### src/rtl/uart_word_link.sv
// uart_word_link: packs UART RX bytes into words and splits words into UART TX bytes, LSB first.
// Define UART_WORD_LINK_TIMEOUT_EN to drop a partial RX word after TIMEOUT_CYCLES of silence.

module uart_word_link #(
    parameter int DATA_BITS      = 8,
    parameter int WORD_BYTES     = 4,
    parameter int TIMEOUT_CYCLES = 1000000
) (
    input  logic                            clk,
    input  logic                            reset,
    input  logic                            rx_empty,
    input  logic [DATA_BITS-1:0]            r_data,
    output logic                            rd_uart,
    input  logic                            tx_full,
    output logic                            wr_uart,
    output logic [DATA_BITS-1:0]            w_data,
    output logic [DATA_BITS*WORD_BYTES-1:0] rx_word,
    output logic                            rx_word_valid,
    input  logic                            rx_word_ready,
    input  logic [DATA_BITS*WORD_BYTES-1:0] tx_word,
    input  logic                            tx_word_valid,
    output logic                            tx_word_ready,
    output logic                            rx_timeout
);

    localparam int            W    = DATA_BITS * WORD_BYTES;
    localparam int            CW   = $clog2(WORD_BYTES);
    localparam logic [CW-1:0] LAST = CW'(WORD_BYTES - 1);

    typedef enum logic {COLLECT, HOLD} rx_state_t;
    typedef enum logic {IDLE, SEND} tx_state_t;

    rx_state_t       rx_state;
    logic [CW-1:0]   rx_cnt;
    logic            rx_pop;

    tx_state_t       tx_state;
    logic [CW-1:0]   tx_cnt;
    logic [W-1:0]    tx_shift;

    // Reset gates the decoded handshakes so nothing moves while it is held
    assign rx_pop        = reset && (rx_state == COLLECT) && !rx_empty;
    assign rd_uart       = rx_pop;
    assign tx_word_ready = reset && (tx_state == IDLE);
    assign wr_uart       = (tx_state == SEND) && !tx_full;
    assign w_data        = tx_shift[DATA_BITS-1:0];

`ifdef UART_WORD_LINK_TIMEOUT_EN
    localparam int            IW        = $clog2(TIMEOUT_CYCLES + 1);
    localparam logic [IW-1:0] IDLE_LAST = IW'(TIMEOUT_CYCLES - 1);

    logic [IW-1:0] idle_cnt;
`else
    // Constant 0: TIMEOUT_CYCLES only matters when the idle counter exists
    assign rx_timeout = 1'b0 && (TIMEOUT_CYCLES != 0);
`endif

    always_ff @(posedge clk or negedge reset) begin
        if (!reset) begin
            rx_state      <= COLLECT;
            rx_cnt        <= '0;
            rx_word       <= '0;
            rx_word_valid <= 1'b0;
`ifdef UART_WORD_LINK_TIMEOUT_EN
            idle_cnt      <= '0;
            rx_timeout    <= 1'b0;
`endif
        end else begin
`ifdef UART_WORD_LINK_TIMEOUT_EN
            rx_timeout <= 1'b0;
`endif
            unique case (rx_state)
                COLLECT: begin
                    if (rx_pop) begin
                        rx_word[int'(rx_cnt)*DATA_BITS +: DATA_BITS] <= r_data;
`ifdef UART_WORD_LINK_TIMEOUT_EN
                        idle_cnt <= '0;
`endif
                        if (rx_cnt == LAST) begin
                            rx_cnt        <= '0;
                            rx_word_valid <= 1'b1;
                            rx_state      <= HOLD;
                        end else begin
                            rx_cnt <= rx_cnt + CW'(1);
                        end
                    end
`ifdef UART_WORD_LINK_TIMEOUT_EN
                    // A pop in the expiry cycle wins, so only silence can time out
                    else if (rx_cnt != '0) begin
                        if (idle_cnt == IDLE_LAST) begin
                            rx_cnt     <= '0;
                            idle_cnt   <= '0;
                            rx_timeout <= 1'b1;
                        end else begin
                            idle_cnt <= idle_cnt + IW'(1);
                        end
                    end
`endif
                end
                HOLD: begin
                    if (rx_word_ready) begin
                        rx_word_valid <= 1'b0;
                        rx_state      <= COLLECT;
                    end
                end
            endcase
        end
    end

    always_ff @(posedge clk or negedge reset) begin
        if (!reset) begin
            tx_state <= IDLE;
            tx_cnt   <= '0;
            tx_shift <= '0;
        end else begin
            unique case (tx_state)
                IDLE: begin
                    if (tx_word_valid) begin
                        tx_shift <= tx_word;
                        tx_cnt   <= '0;
                        tx_state <= SEND;
                    end
                end
                SEND: begin
                    if (!tx_full) begin
                        tx_shift <= tx_shift >> DATA_BITS;
                        if (tx_cnt == LAST) begin
                            tx_cnt   <= '0;
                            tx_state <= IDLE;
                        end else begin
                            tx_cnt <= tx_cnt + CW'(1);
                        end
                    end
                end
            endcase
        end
    end

endmodule

### config.mk
export PLATFORM = sky130hd
export DESIGN_NAME = uart_word_link
export DESIGN_NICKNAME = d
export VERILOG_FILES = /design/src/rtl/uart_word_link.sv
export SDC_FILE = /design/constraint.sdc
export NUM_CORES = 1
export LEC_CHECK = 0
export BUFFER_PORTS_ARGS = -buffer_cell sky130_fd_sc_hd__buf_2
export CAP_MARGIN = 20
export CORE_AREA = 4 4 85 87
export CTS_BUF_LIST = sky130_fd_sc_hd__clkbuf_8
export CTS_CLUSTER_DIAMETER = 30
export DETAILED_ROUTE_END_ITERATION = 8
export DIE_AREA = 0 0 89 91
export PLACE_DENSITY = 0.86
export REMOVE_ABC_BUFFERS = 1
export SETUP_SLACK_MARGIN = 0.4
export SLEW_MARGIN = 0
export SYNTH_ARGS = -nofsm -noshare
export SYNTH_HDL_FRONTEND = slang
export SYNTH_SLANG_ARGS = --single-unit
### constraint.sdc
create_clock -name clk -period 2.5 [get_ports clk]
set_input_delay 0 -clock clk [delete_from_list [all_inputs] [get_ports clk]]
set_output_delay 0 -clock clk [all_outputs]
set_load 0.005 [all_outputs]
==> results.toml, run 1 <==
[status]
status = "finished clean"

[cells_and_area]
layout_common_cells = "buf_2 (88), dfrtp_1 (70), mux2_2 (28)"
nFillCells = 454
layout_commonest_cell = "buf_2"
fin_nets = 410
drive_above_1_share_pct = 45.9
synthToLayoutAreaGrowth_pct = 23.2
n_antenna_cell = 0
post-route-util_pct = 66.3
final_cell_count_no_fill = 439

[power]
p_total_w = 0.00462
powerDensity_nw_per_um2 = 1100
power_leakage_nw = 2.22
ir_drop_mv = 0.638

[place]
io_buffers = 89
dpl_worst_slack_ns = 0.322
gp_congestion = 0.804
hpwl_mm = 5.29
place_inst = 407

[worst_hold_path]
hp-class = "input pin to flip-flop"

[critical_path]
worstPathRequired_ns = 2.77
crit_path_cell_trace = "inv_1 -> ha_2 -> nand2b_1 -> nor4_4 -> buf_4 -> a22o_1"
startpoint_type = "flip-flop"
cpMaxStageDelayCell = "dfrtp_2"
critPathArrivalTime_ns = 2.26
path_buf_inv = 2
crit_type = "flip-flop to flip-flop"
endpoint_kind = "flip-flop"
cp_max_fo = 8
cp_top_family = "flip-flops"
crit_path_max_incr_delay_ns = 0.48

[flow_run]
drv_cap = 0

[floorplanning]
die_x_microns = 89
row_count = 29
fp.dieH_microns = 91
dieArea_sq_um = 8100
core_sq_um = 6350
start_util_pct = 53.8
io_pins = 91

[synth]
synth.avg_cell_area_sq_um = 13.2
ys_seq_elements = 71
yosysSeqAreaShare_pct = 52.0
yosysUniqueCellTypes = 29
ys_warn_count = 0
synthCells = 259
syn_area_sq_um = 3410

[clocking]
h-tree-depth = 3
cts_tree = "built"
cts_buffer_depth = 2
path_clk_slew_ns = 0.07
cts_buffers = 9
insertion_delay_ns = 0.33
root_buffer = "clkbuf_8"
clock_sinks = 71

[routing]
drtIter0Drc = 72
firstDrtPassIters = 4
routed_wirelength_mm = 7.47
vias = 2356
postRouteAntennaNets = 0
post_drt_wl_per_cell_microns = 17.0
drc_errors = 0
vias_per_cell = 5.37

[global_route]
first_global_vias = 2499
antenna_found_initial = 0
grt_use_total_pct = 19.4
grt_max_degree = 59
grt_first_pass_wirelength_mm = 12.3
grt-ovfl-total = 0

[timing]
setup_violations = 0
final_hold_viol_count = 0
finalWorstSetupSlack_ns = 0.506
finalClockSkew_ns = 0.00477
rsz0062_at_grt = "false"
max_freq_mhz = 502
finalMaxSlewViolations = 0
period_needed_ns = 1.99
tns_ns = 0
max-slew-margin-rel_pct = 53.4
fin_crit_sh_pct = 79.7
tightest_slew_ns = 0.699
timing repair:
action	4_1_cts	5_1_grt
pin swaps	2	1
resized for setup	1	3
buffers inserted	1	1
setup endpoints to repair	23	30
hold endpoints to repair	50	0
hold buffers	14	0
cell type report:
class / count / area [sq um] / area share (%)
tap: 77 / 96.3 / 2.29
clock inverter: 5 / 72.6 / 1.72
sequential: 71 / 1780 / 42.3
clock buffer: 11 / 151 / 3.60
timing repair buffer: 110 / 641 / 15.2
multi-input combinational: 161 / 1450 / 34.6
inverter: 4 / 15.0 / 0.357
cell families (layout without fill, tap and decap cells):
family	count (synthesis)	in the layout	synth area share, %
mux	56	56	20.4
compound gates	48	48	10.0
buf+inv	27	130	5.79
simple gates	49	49	9.09
other cells	1	1	0.110
fa+ha+maj	7	7	2.56
flops	71	71	52.0
synth_stat cells:
library cell / count / area, sq um
nand4bb_1: 4 / 45.0
nand2_1: 24 / 90.1
nor3b_2: 1 / 12.5
conb_1: 1 / 3.75
nand3_1: 8 / 40.0
buf_2: 9 / 45.0
ha_1: 7 / 87.6
a21o_1: 1 / 7.51
nor2b_1: 1 / 6.26
a21oi_1: 1 / 5.00
a22o_1: 25 / 219
mux2_4: 20 / 300
o22a_1: 1 / 8.76
nor2_1: 4 / 15.0
buf_12: 2 / 40.0
inv_1: 4 / 15.0
o31ai_1: 1 / 7.51
nor2b_4: 1 / 13.8
buf_6: 2 / 22.5
nor4b_4: 1 / 23.8
mux2i_1: 8 / 80.1
nor3b_1: 1 / 7.51
nor4_4: 2 / 42.5
nand3b_1: 1 / 7.51
buf_4: 10 / 75.1
dfrtp_1: 71 / 1780
o21ai_0: 19 / 95.1
nand2b_1: 1 / 6.26
mux2_2: 28 / 315
metal layers:
metal	vias to the layer above	part of all wire, %	GRT usage [%]
met2	82	49	31.4
met1	1144	43	26.2
li1	1120	-	-
met3	10	6.5	3.98
met4	0	1.4	6.20
met5	-	0	0
worst register-to-register path: cells and delay by family (launching register included):
kind                       cells  cell delay, ns
AOI/OAI and AO/OA              1            0.14
adders and majority gates      1            0.45
buffers and inverters          2            0.40
DFF                            1            0.48
and+or+nand+nor                2            0.47
path summary, 6_finish.rpt:
| check | slack (ns) | startpoint | to | depth (start not counted) |
|---|---|---|---|---|
| min in group asynchronous | 0.10 | reset | rx_word[6]$_DFFE_PN0P_ | 2 |
| max reg2reg | 0.51 | rx_cnt[0]$_DFFE_PN0P_ | rx_word[12]$_DFFE_PN0P_ | 6 |
| max in group asynchronous | 1.41 | reset | rx_cnt[0]$_DFFE_PN0P_ | 3 |
| min | 0.009 | tx_word[27] | tx_shift[27]$_DFFE_PN0P_ | 3 |
| max | 0.51 | rx_cnt[0]$_DFFE_PN0P_ | rx_word[12]$_DFFE_PN0P_ | 6 |
| min reg2reg | 0.48 | rx_word[1]$_DFFE_PN0P_ | rx_word[1]$_DFFE_PN0P_ | 2 |
report_power, final:
group	switching (W)	internal, W
Sequential	0.000277	0.00159
Combinational	0.000752	0.000990
Clock	0.000400	0.000608
Total	0.00143	0.00319
state kept, by name, indices dropped and copies added (netlist names):
| name | count |
|---|---|
| rx_word | 32 |
| rx_word_valid | 1 |
| tx_cnt | 2 |
| rx_state | 1 |
| rx_cnt | 2 |
| tx_shift | 32 |
| tx_state | 1 |
per-stage QoR:
step / hold WS [ns] / area, sq um
after detailed placement: -0.108 / 3810
after global placement: -0.110 / 3810
after floorplan: -0.296 / 3230
after CTS: 0.0000380 / 4190
after global routing: 0.0136 / 4210
final: 0.00877 / 4210
Note: power is estimated with default switching activity, not from simulation.
==> inputs of run 2 (changes only) <==
- clock period: 2.5 -> 1.9 ns (I/O delays scaled with it)
==> run 2 against run 1 <==
Routed wire length grew 16%. Clock power grew 19%. Worst hold slack gained 0.0070 ns. Sequential share of layout area shrank 2.6 points.
==> results.toml, run 2 (synthesis gave the netlist of run 1 again) <==
[critical_path]
cp_max_fo = 8
endpoint_kind = "flip-flop"
reg2reg_to = "rx_word[22]$_DFFE_PN0P_"
cpMaxStageDelayCell = "dfrtp_1"
reg2reg_slack_ns = 0.35
r2r_start = "rx_cnt[0]$_DFFE_PN0P_"
cp_top_family = "flip-flops"
crit_path_cell_trace = "inv_2 -> ha_4 -> nand2b_4 -> nor4_4 -> buf_4 -> a22o_1"
startpoint_type = "flip-flop"
cp_num_cells = 6
crit_path_max_incr_delay_ns = 0.39
crit_type = "flip-flop to flip-flop"
path_buf_inv = 2
reg2reg_depth = 6
critPathArrivalTime_ns = 1.83
worstPathRequired_ns = 2.18

[cells_and_area]
final_cell_count_no_fill = 467
drive_above_1_share_pct = 50.0
fin_nets = 438
synthToLayoutAreaGrowth_pct = 31.2
n_antenna_cell = 0
design_area_sq_um = 4480
nFillCells = 419
layout_commonest_cell = "buf_2"
layout_common_cells = "buf_2 (88), dfrtp_1 (71), mux2_2 (28)"
reg.largest.list = "rx_word x32, tx_shift x32"
post-route-util_pct = 70.5

[clocking]
root_buffer = "clkbuf_8"
clock_sinks = 71
cts_buffers = 9
cts_tree = "built"
h-tree-depth = 3
cts_buffer_depth = 2
insertion_delay_ns = 0.35
path_clk_slew_ns = 0.08

[worst_hold_path]
hold_depth = 3
min-delay-start = "tx_word[21]"
worstHoldEndpoint = "tx_shift[21]$_DFFE_PN0P_"
hp-class = "input pin to flip-flop"

[place]
placed_area_sq_um = 3860
gp_congestion = 0.789
hpwl_mm = 5.39
io_buffers = 89
place_inst = 412

[global_route]
grt-ovfl-total = 0
met1_usage_pct = 27.2
first_global_vias = 2614
met3_usage_pct = 5.79
grt_use_total_pct = 21.1
grt_first_pass_wirelength_mm = 13.0
grt_max_degree = 58
antenna_found_initial = 0
grt.met2_usage_pct = 33.4
top_usage_layer = "met2"

[floorplanning]
io_pins = 91
dieArea_sq_um = 8100
row_count = 29
fp.dieH_microns = 91
die_x_microns = 89
core_sq_um = 6350
start_util_pct = 53.8

[flow_run]
drv_cap = 0

[power]
intPower_w = 0.00435
ir_drop_mv = 0.919
power_leakage_nw = 2.35
p_sw_share_pct = 32.6
p_clk_share_pct = 18.6
seq_power_share_pct = 38.0
pwr-share-comb_pct = 43.4
p_sw_w = 0.00210
powerDensity_nw_per_um2 = 1440

[status]
status = "finished clean"

[timing]
fin_crit_sh_pct = 81.5
finalMaxSlewViolations = 0
period_needed_ns = 1.55
max_freq_mhz = 646
rsz0062_at_grt = "true"
tightest_slew_ns = 0.733
max-slew-margin-rel_pct = 51.0
setup_violations = 0
fin_worst_hold_slack_ns = 0.0158
final_hold_viol_count = 0
finalClockSkew_ns = 0.00780
tns_ns = 0

[routing]
routed_wirelength_mm = 8.68
vias_per_cell = 5.44
firstDrtPassIters = 4
drc_errors = 0
vias = 2539
drtIter0Drc = 61
post_drt_wl_per_cell_microns = 18.6
postRouteAntennaNets = 0
-- run 2: repair_timing --
item	CTS	global route
endpoints found under the setup margin	52	48
resized for setup	9	10
pin swaps	3	3
setup buffers	7	12
endpoints found under the hold margin	54	0
gates cloned	0	1
hold buffers	19	0
-- run 2: layout make-up --
cell class                      instances  area (sq um)  share of cell area, %
Inverter                                4          15.0                  0.335
Sequential cell                        71          1780                   39.7
Timing Repair Buffer                  138           912                   20.4
Clock inverter                          6          60.1                   1.34
Clock buffer                           10           138                   3.07
Tap cell                               77          96.3                   2.15
Multi-Input combinational cell        161          1480                   33.1
-- run 2: through the flow --
stage                     power [W]  setup WS [ns]
after floorplan             0.00393         -0.806
final                       0.00645          0.352
after CTS                   0.00623          0.347
after global routing        0.00685          0.253
after detailed placement    0.00480          0.144
after global placement      0.00469          0.236
-- run 2: routing by layer --
| layer | routed length, microns | share of wire [%] |
|---|---|---|
| met3 | 599 | 6.9 |
| met2 | 4280 | 49 |
| met5 | 0 | 0 |
| met1 | 3570 | 41 |
| met4 | 241 | 2.8 |
-- run 2: worst max-delay path by stage --
stage                     startpoint                  endpoint
2_1_floorplan     tx_state$_DFF_PN0_  tx_shift[12]$_DFFE_PN0P_
3_3_place_gp   rx_cnt[1]$_DFFE_PN0P_   rx_word[11]$_DFFE_PN0P_
3_5_place_dp   rx_cnt[1]$_DFFE_PN0P_   rx_word[13]$_DFFE_PN0P_
4_1_cts        rx_cnt[0]$_DFFE_PN0P_   rx_word[31]$_DFFE_PN0P_
5_1_grt        rx_cnt[0]$_DFFE_PN0P_   rx_word[12]$_DFFE_PN0P_
6_report       rx_cnt[0]$_DFFE_PN0P_   rx_word[22]$_DFFE_PN0P_
-- run 2: worst reg2reg max path: cells and delay by family (launching register included) --
family          cells  cell delay (ns)
compound gates      1             0.14
fa+ha+maj           1             0.33
buf+inv             2             0.28
flops               1             0.39
simple gates        2             0.35
-- run 2: power by group through the flow --
stage	clock, W	sequential, W	combinational, W
floorplan	0	0.00250	0.00143
global placement	0	0.00242	0.00227
detailed placement	0	0.00245	0.00235
CTS	0.00123	0.00243	0.00258
global route	0.00130	0.00251	0.00304
finish	0.00120	0.00245	0.00280
==> inputs of run 3 (changes only) <==
- CORE_AREA: 4 4 85 87 -> 4 4 89 91
- DIE_AREA: 0 0 89 91 -> 0 0 93 95
- PLACE_DENSITY: 0.86 -> 0.82
- clock period: 1.9 -> 1.4 ns (I/O delays scaled with it)
==> run 3 against run 2 <==
The run now ends with hold timing, setup timing left. Sequential share of layout area fell by 5.5 points. Global-route usage rose by 1.4 points. First-iteration DRC count fell by 21%. Register-to-register slack got worse by 0.48 ns. Non-clock buffer count rose by 14. Cell area rose by 16%.
==> results.toml, run 3 (synthesis gave the netlist of run 1 again) <==
[timing]
setup_violations = 53
rsz0062_at_grt = "true"
period_needed_ns = 1.53
final_hold_viol_count = 31
finalMaxSlewViolations = 0
max-slew-margin-rel_pct = 62.8
finalClockSkew_ns = 0.00968
tightest_slew_ns = 0.558
finalWorstSetupSlack_ns = -0.131
fin_crit_sh_pct = 109
fin_worst_hold_slack_ns = -0.466
max_freq_mhz = 653

[clocking]
root_buffer = "clkbuf_8"
cts_buffers = 9
h-tree-depth = 3
insertion_delay_ns = 0.34
cts_hold_buf = 17
clock_sinks = 71
cts_buffer_depth = 2
cts_tree = "built"
path_clk_slew_ns = 0.08

[critical_path]
path_buf_inv = 3
endpoint_kind = "flip-flop"
cp_top_family = "buffers and inverters"
crit_type = "flip-flop to flip-flop"
cpMostUsedCell = "buf_6"
critPathArrivalTime_ns = 1.80
cp_max_fo = 8
startpoint_type = "flip-flop"
cpMaxStageDelayCell = "dfrtp_1"
crit_path_cell_trace = "inv_2 -> ha_4 -> buf_6 -> nor3b_4 -> buf_6 -> nand2_1 -> o21ai_2"
crit_path_max_incr_delay_ns = 0.40
worstPathRequired_ns = 1.67

[power]
pwr-share-comb_pct = 49.4
seq_power_share_pct = 31.7
powerDensity_nw_per_um2 = 2040
intPower_w = 0.00721
p_sw_w = 0.00337
power_leakage_nw = 2.68
p_clk_share_pct = 18.9
ir_drop_mv = 1.04
p_sw_share_pct = 31.8

[place]
hpwl_mm = 5.66
placed_area_sq_um = 4020
gp_congestion = 0.758
io_buffers = 89
dpl_worst_slack_ns = -0.224
place_inst = 450

[cells_and_area]
reg.largest.list = "rx_word x32, tx_shift x32"
nFillCells = 468
layout_common_cells = "buf_2 (87), dfrtp_1 (71), mux2_4 (48)"
synthToLayoutAreaGrowth_pct = 52.1
n_antenna_cell = 0
drive_above_1_share_pct = 58.9
layout_commonest_cell = "buf_2"
final_cell_count_no_fill = 503
design_area_sq_um = 5190
fin_nets = 452

[floorplanning]
io_pins = 91
dieArea_sq_um = 8840
fp.dieH_microns = 95
start_util_pct = 47.8
core_sq_um = 7140
die_x_microns = 93
row_count = 31

[flow_run]
drv_cap = 0

[global_route]
grt-ovfl-total = 0
antenna_found_initial = 0
grt_max_degree = 32
grt_use_total_pct = 22.5
first_global_vias = 2926
grt_first_pass_wirelength_mm = 15.1

[worst_hold_path]
hp-class = "input pin to asynchronous set/reset pin"

[routing]
post_drt_wl_per_cell_microns = 20.5
vias_per_cell = 5.30
drtIter0Drc = 48
firstDrtPassIters = 4
vias = 2665
routed_wirelength_mm = 10.3
drc_errors = 0
postRouteAntennaNets = 0

[status]
status = "complete, but fails checks"
violations = "hold timing, setup timing"
[run 3: stage by stage]
stage	TNS, ns	utilization [%]	total power, W
floorplan	-43.73	-	0.00533
global placement	-2.72	56.3	0.00661
detailed placement	-4.73	56.3	0.00677
CTS	-2.13	68.5	0.00975
global route	-6.04	72.8	0.0111
finish	-3.10	72.8	0.0106
[run 3: worst paths after layout]
path	startpoint	end	slack, ns	depth (start not counted)
setup / recovery	rx_cnt[0]$_DFFE_PN0P_	rx_word[1]$_DFFE_PN0P_	-0.13	7
setup reg to reg	rx_cnt[0]$_DFFE_PN0P_	rx_word[1]$_DFFE_PN0P_	-0.13	7
max in group asynchronous	reset	rx_word[31]$_DFFE_PN0P_	0.75	3
min in group clk	r_data[1]	rx_word[17]$_DFFE_PN0P_	-0.03	2
hold / removal	reset	rx_cnt[1]$_DFFE_PN0P_	-0.47	1
hold reg to reg	rx_word[3]$_DFFE_PN0P_	rx_word[3]$_DFFE_PN0P_	0.50	2
[run 3: metal layers]
| metal | vias to the layer above | share of wire, % | global-route usage, % |
|---|---|---|---|
| met1 | 1337 | 39 | 25.1 |
| met5 | - | 0 | 0 |
| met3 | 20 | 5.3 | 5.90 |
| met2 | 105 | 54 | 41.8 |
| li1 | 1203 | - | - |
| met4 | 0 | 2.4 | 6.84 |
[run 3: timing repair]
action,in CTS,in global routing
buffers inserted,10,2
cloned,4,4
setup endpoints to repair,65,87
gates resized for setup,76,50
hold endpoints to repair,80,31
pin swaps,15,7
[run 3: worst reg2reg max path, delay by kind of cell, from the launching register on]
kind	cells	cell delay [ns]
AO/OA/AOI/OAI	1	0.14
adder cells (fa/ha/maj)	1	0.24
buffers and inverters	3	0.41
flip-flops	1	0.40
AND/OR/NAND/NOR	2	0.27
[run 3: cell type report]
cell class	count	area (sq um)	share of cell area [%]
inverter	4	15.0	0.289
multi-input combinational	161	1800	34.7
tap	99	124	2.38
timing repair buffer	152	1230	23.7
clock buffer	10	138	2.65
clock inverter	6	108	2.07
sequential	71	1780	34.2
[run 3: power groups by stage]
| stage | logic, W | registers (W) | clock network [W] |
|---|---|---|---|
| 2_1_floorplan | 0.00194 | 0.00339 | 0 |
| 5_1_grt | 0.00554 | 0.00344 | 0.00213 |
| 4_1_cts | 0.00444 | 0.00330 | 0.00201 |
| 3_5_place_dp | 0.00347 | 0.00331 | 0 |
| 3_3_place_gp | 0.00334 | 0.00327 | 0 |
| 6_report | 0.00523 | 0.00335 | 0.00199 |
